<file path="config.mk">
export PLATFORM = sky130hd
export DESIGN_NAME = common_sync_fifo_wc
export DESIGN_NICKNAME = d
export VERILOG_FILES = /design/src/rtl/common_fifo_pkg.sv /design/src/rtl/common_regfile_mw.sv /design/src/rtl/common_sync_fifo_wc.sv
export SDC_FILE = /design/constraint.sdc
export NUM_CORES = 1
export LEC_CHECK = 0
export CORE_UTILIZATION = 58
export DETAILED_ROUTE_END_ITERATION = 10
export PLACE_DENSITY = 0.84
export SLEW_MARGIN = 15
export SYNTH_ARGS = -nofsm -noshare
export SYNTH_HDL_FRONTEND = slang
export SYNTH_SLANG_ARGS = --single-unit
</file>
<file path="constraint.sdc">
create_clock -name clk -period 5.4 [get_ports clk]
set_input_delay 0.81 -clock clk [delete_from_list [all_inputs] [get_ports clk]]
set_output_delay 0.81 -clock clk [all_outputs]
set_load 0.1 [all_outputs]
</file>
<file path="src/rtl/common_fifo_pkg.sv">
// Shared types and helpers for the common FIFO family.
// Latency: n/a (declarations only).
// Backpressure: n/a.
package common_fifo_pkg;

    // Default depth exponent for the shared status layout.
    // Each FIFO declares its own copy of this layout at its real DL.
    localparam int unsigned STAT_DL_DEF = 2;

    typedef struct packed {
        logic [STAT_DL_DEF:0] occ;
        logic [STAT_DL_DEF:0] free;
    } fifo_stat_t;

    // True when v is a non-zero power of two.
    function automatic bit is_pow2(input int unsigned v);
        return (v != 0) && ((v & (v - 1)) == 0);
    endfunction

endpackage

</file>
<file path="src/rtl/common_regfile_mw.sv">
// Multi-lane word register file: DWI write lanes at wp, DWO read lanes at rp.
// Latency: write visible on the next cycle; reads are combinational.
// Backpressure: none; the caller gates the write enable.
module common_regfile_mw #(
    parameter int unsigned DW  = 32,
    parameter int unsigned DWI = 1,
    parameter int unsigned DWO = 1,
    parameter int unsigned DL  = 2
) (
    input  logic              clk,
    input  logic              we,
    input  logic [DL-1:0]     wp,
    input  logic [DW*DWI-1:0] wdata,
    input  logic [DL-1:0]     rp,
    output logic [DW*DWO-1:0] rdata
);

    localparam int unsigned DEPTH = 1 << DL;

    logic [DW-1:0] mem [DEPTH];

    // Write DWI consecutive words starting at wp; the index wraps naturally at DL bits.
    always_ff @(posedge clk) begin
        if (we) begin
            for (int k = 0; k < DWI; k++) begin
                mem[wp + DL'(k)] <= wdata[k*DW +: DW];
            end
        end
    end

    // Read DWO consecutive words starting at rp; lane 0 is the oldest word.
    always_comb begin
        rdata = '0;
        for (int k = 0; k < DWO; k++) begin
            rdata[k*DW +: DW] = mem[rp + DL'(k)];
        end
    end

endmodule

</file>
<file path="src/rtl/common_sync_fifo_wc.sv">
// Synchronous width-converting FIFO, DWI words in per beat, DWO words out per beat.
// Latency: one cycle from accepted input beat to visible output (first-word fall-through).
// Backpressure: s_ready from registered free space only; m_valid once DWO words are held.
module common_sync_fifo_wc
    import common_fifo_pkg::*;
#(
    parameter int unsigned DW     = 32,
    parameter int unsigned DWI    = 1,
    parameter int unsigned DWO    = 1,
    parameter int unsigned DL     = 2,
    parameter int unsigned AF_THR = (1 << DL) - DWI
) (
    input  logic              clk,
    input  logic              rst_n,
    input  logic              s_valid,
    output logic              s_ready,
    input  logic [DW*DWI-1:0] s_data,
    output logic              m_valid,
    input  logic              m_ready,
    output logic [DW*DWO-1:0] m_data,
    input  logic              clr,
    output logic [DL:0]       occ,
    output logic [DL:0]       free,
    output logic              afull
);

    localparam int unsigned DEPTH = 1 << DL;

    // Catch illegal geometry at elaboration rather than producing a silently broken FIFO.
    if (!is_pow2(DWI)) begin : g_err_dwi
        $error("common_sync_fifo_wc: DWI must be a power of two");
    end
    if (!is_pow2(DWO)) begin : g_err_dwo
        $error("common_sync_fifo_wc: DWO must be a power of two");
    end
    if ((DEPTH < DWI) || (DEPTH < DWO)) begin : g_err_depth
        $error("common_sync_fifo_wc: 2**DL must be at least max(DWI, DWO)");
    end

    typedef struct packed {
        logic [DL:0] occ;
        logic [DL:0] free;
    } stat_t;

    localparam logic [DL:0]   DWI_W   = (DL+1)'(DWI);
    localparam logic [DL:0]   DWO_W   = (DL+1)'(DWO);
    localparam logic [DL:0]   DEPTH_W = (DL+1)'(DEPTH);
    localparam logic [DL:0]   ZERO_W  = '0;
    localparam logic [DL+1:0] AF_W    = (DL+2)'(AF_THR);
    localparam logic [DL-1:0] WP_STEP = DL'(DWI);
    localparam logic [DL-1:0] RP_STEP = DL'(DWO);

    stat_t         stat_q;
    stat_t         stat_d;
    logic          afull_q;
    logic          afull_d;
    logic [DL-1:0] wp;
    logic [DL-1:0] rp;
    logic          push;
    logic          pop;

    // Handshake decodes come straight off the registered counters, so no ready/valid loop exists.
    assign s_ready = (stat_q.free >= DWI_W);
    assign m_valid = (stat_q.occ >= DWO_W);
    assign push    = s_valid & s_ready & ~clr;
    assign pop     = m_valid & m_ready & ~clr;

    assign occ   = stat_q.occ;
    assign free  = stat_q.free;
    assign afull = afull_q;

    // Next occupancy: a flush wins, otherwise add pushed words and remove popped words together.
    always_comb begin
        stat_d = stat_q;
        if (clr) begin
            stat_d.occ = '0;
        end else begin
            stat_d.occ = stat_q.occ + (push ? DWI_W : ZERO_W) - (pop ? DWO_W : ZERO_W);
        end
        stat_d.free = DEPTH_W - stat_d.occ;
        afull_d     = ({1'b0, stat_d.occ} >= AF_W);
    end

    // Register occupancy, free space and the almost-full flag.
    always_ff @(posedge clk or negedge rst_n) begin
        if (!rst_n) begin
            stat_q.occ  <= '0;
            stat_q.free <= DEPTH_W;
            afull_q     <= (AF_THR == 0);
        end else begin
            stat_q  <= stat_d;
            afull_q <= afull_d;
        end
    end

    // Advance the pointers by a whole beat; wrap is free because beat sizes divide the depth.
    always_ff @(posedge clk or negedge rst_n) begin
        if (!rst_n) begin
            wp <= '0;
            rp <= '0;
        end else if (clr) begin
            wp <= '0;
            rp <= '0;
        end else begin
            if (push) wp <= wp + WP_STEP;
            if (pop)  rp <= rp + RP_STEP;
        end
    end

    common_regfile_mw #(
        .DW  (DW),
        .DWI (DWI),
        .DWO (DWO),
        .DL  (DL)
    ) u_regfile (
        .clk   (clk),
        .we    (push),
        .wp    (wp),
        .wdata (s_data),
        .rp    (rp),
        .rdata (m_data)
    );

endmodule

</file>
==> results.md <==
* Status: finished, final reports clean
* Die X-Extent at 97.22 um
* Max-slew violations at 0
* Multi-input gate area at 1070 sq um
* Crit-path max FO at 23
* DP HPWL at 5.333 mm
* Post-CTS setup buffers at 0
* Clock Sink Count at 138
* FF+latch area at 4098 sq um
* Initial antenna violation count at 0
* Ratio of cells with drive above 1 in the final layout at 0.2115
* DR iter-0 viols at 126
* WP data arrival at 3.21 ns
* Nets at 365
* Avg WL per Cell at 21.89 um
* Vias in the first global route at 2703
* Die H at 97.22 um
* Dpl cells at 407
* Die area at 9452 sq um
* Seq/Total Area, Yosys at 0.7787
* Distinct cells, synth at 30
* Clock Tree Root: clkbuf_8
* Max-Cap Viols at 0
* Final min period at 4.022 ns
* CTS H-tree depth at 4
* Clock tree buffer depth at 2
* Placer Congestion at 0.7295
* Cell area after synthesis at 5259 sq um
* Final setup viols at 0
* FP Rows at 34
* Grt ovf at 0
* Via count at 2508
* Synth top cells by count: edfxtp_1 (128), mux4_2 (32), inv_1 (10)
* CP Class: flip-flop to output port
* Starting Density at 0.6001
* CTS buffer count at 17
* First-pass GRT wire length at 14.88 mm
* Worst-path clk slew at 0.06 ns
* Most common cell in the synthesized netlist: edfxtp_1
* WL final at 9.609 mm
* Synth top area cells: edfxtp_1 (73%), mux4_2 (14%), dfrtp_1 (4.3%), ha_1 (2.1%), inv_1 (0.71%)
* Crit-path slowest cell: clkdlybuf4s50_1
* Core Footprint at 8763 sq um
* DRC errors left at 0
* Mapped Nets at 278
* Drt via density at 5.713
* Post-synth EDFFs at 128
* Max-slew headroom at the worst pin at 0.3252
* GRT Util Overall at 0.2212
* Worst setup SP type: flip-flop
* Fin crit share at 0.7449
* Antenna diodes at 0
* Antenna Violating Nets Remaining at 0
* Reg-to-Reg Start: occ[1]
* Port Buffer Count at 77
* Worst-skew pair later-pin latency at 0.52 ns
* CP startpoint: rp[0]
* Post-cts resize count at 0
* Synth top area share at 0.7309
* Worst hold path type: primary input to asynchronous set/reset pin
* RSZ-0062 raised after global routing: false
* Post-synth ARST share at 0.07246
* Register bit count reported by yosys at 138
* Gate Count Post-Synth at 231
* I/O pin cnt at 78
* Fmax at 248.6 MHz
* Slew @ Worst Pin at 1.009 ns
* Max incr delay on CP at 0.99 ns
* Worst EP required at 4.59 ns
* CTS tree: done
* Finished Layout Cells at 439
* Post-synthesis cell type with the largest combined area: edfxtp_1
* 1st-pass router iterations at 4
* Clock Skews at 0.01028 ns
* Area grow syn2layout at 27.69%
* Hold buffer count at cts at 0
* CP Capture Type: output port
* Setup TNS at 0 ns
* Syn avg cell area at 22.77 sq um
* Critical path, cell by cell: buf_4, mux4_2, clkdlybuf4s50_1
* Synth warn at 0
* Fin. Hold Viols at 0
* Main flop type after synthesis: edfxtp_1
* Largest net degree at the start of global routing at 36
* Final-layout fill cell count at 493
path summary, 6_finish.rpt:
check / end / slack [ns] / cells after the start
setup reg to reg: afull / 2.38 / 11
setup / recovery: m_data[31] / 1.38 / 3
hold reg to reg: wp[1] / 0.65 / 2
hold / removal: free[1] / 0.61 / 1
min in group clk: wp[1] / 0.65 / 2
max in group asynchronous: rp[0] / 4.43 / 1
layout by cell type (no fill, tap or decap), types with 2 or more instances in the layout:
| master | synthesis | final |
|---|---|---|
| inv_1 | 10 | 10 |
| dfrtp_1 | 9 | 7 |
| dfrtp_2 | 0 | 2 |
| edfxtp_1 | 128 | 128 |
| xnor2_1 | 2 | 2 |
| clkbuf_1 | 2 | 2 |
| bufinv_16 | 0 | 4 |
| and2_2 | 0 | 4 |
| nor2b_1 | 2 | 2 |
| clkdlybuf4s50_1 | 0 | 77 |
| clkinv_2 | 0 | 2 |
| clkinv_4 | 0 | 2 |
| nor2_1 | 8 | 8 |
| mux4_2 | 32 | 32 |
| ha_1 | 9 | 9 |
| clkbuf_16 | 0 | 16 |
| clkinv_1 | 0 | 3 |
registers in the layout, indices dropped and copies added (netlist names):
| name | flops |
|---|---|
| afull | 1 |
| free | 3 |
| occ | 2 |
| rp | 2 |
| u_regfile.mem | 128 |
| wp | 2 |
routing by layer:
layer / vias up / track usage / share of wire
met4: 0 / 0.08597 / 0.020
li1: 1120 / - / -
met2: 98 / 0.3657 / 0.51
met1: 1274 / 0.2760 / 0.41
met3: 16 / 0.06978 / 0.052
met5: - / 0 / 0
logic make-up after synthesis:
| kind of cell | count (synthesis) | synth area share |
|---|---|---|
| buffers and inverters | 20 | 0.01880 |
| adders and majority gates | 10 | 0.02522 |
| and+or+nand+nor | 23 | 0.02689 |
| DFF | 138 | 0.7787 |
| muxes | 34 | 0.1411 |
| xor gates and xnor gates | 3 | 0.004997 |
| AOI/OAI and AO/OA | 3 | 0.004284 |
final cells by class:
type,instances,area share
sequential,138,0.6102
multi-input combinational,73,0.1593
inverter,10,0.005590
clock buffer,19,0.06279
timing repair buffer,78,0.1159
tap,108,0.02012
clock inverter,13,0.02609
critical path: cells and delay by family, from the launching register on:
kind                   cells  cell delay, ns
flip-flops                 1            0.62
buffers and inverters      2            1.48
multiplexers               1            0.60
through the flow:
stage               area, sq um  hold WS (ns)  utilization  worst slack, ns
floorplan                  5259        0.5144            -            1.761
finish                     6715        0.6142       0.7663            1.378
global placement           6118        0.6013       0.6982            1.881
detailed placement         6118        0.6487       0.6982            1.780
global route               6715        0.6425       0.7663            1.222
CTS                        6715        0.6165       0.7663            1.313
Power is not shown: default switching activity piles up to over one toggle a cycle in this logic, so the estimate is an artifact.
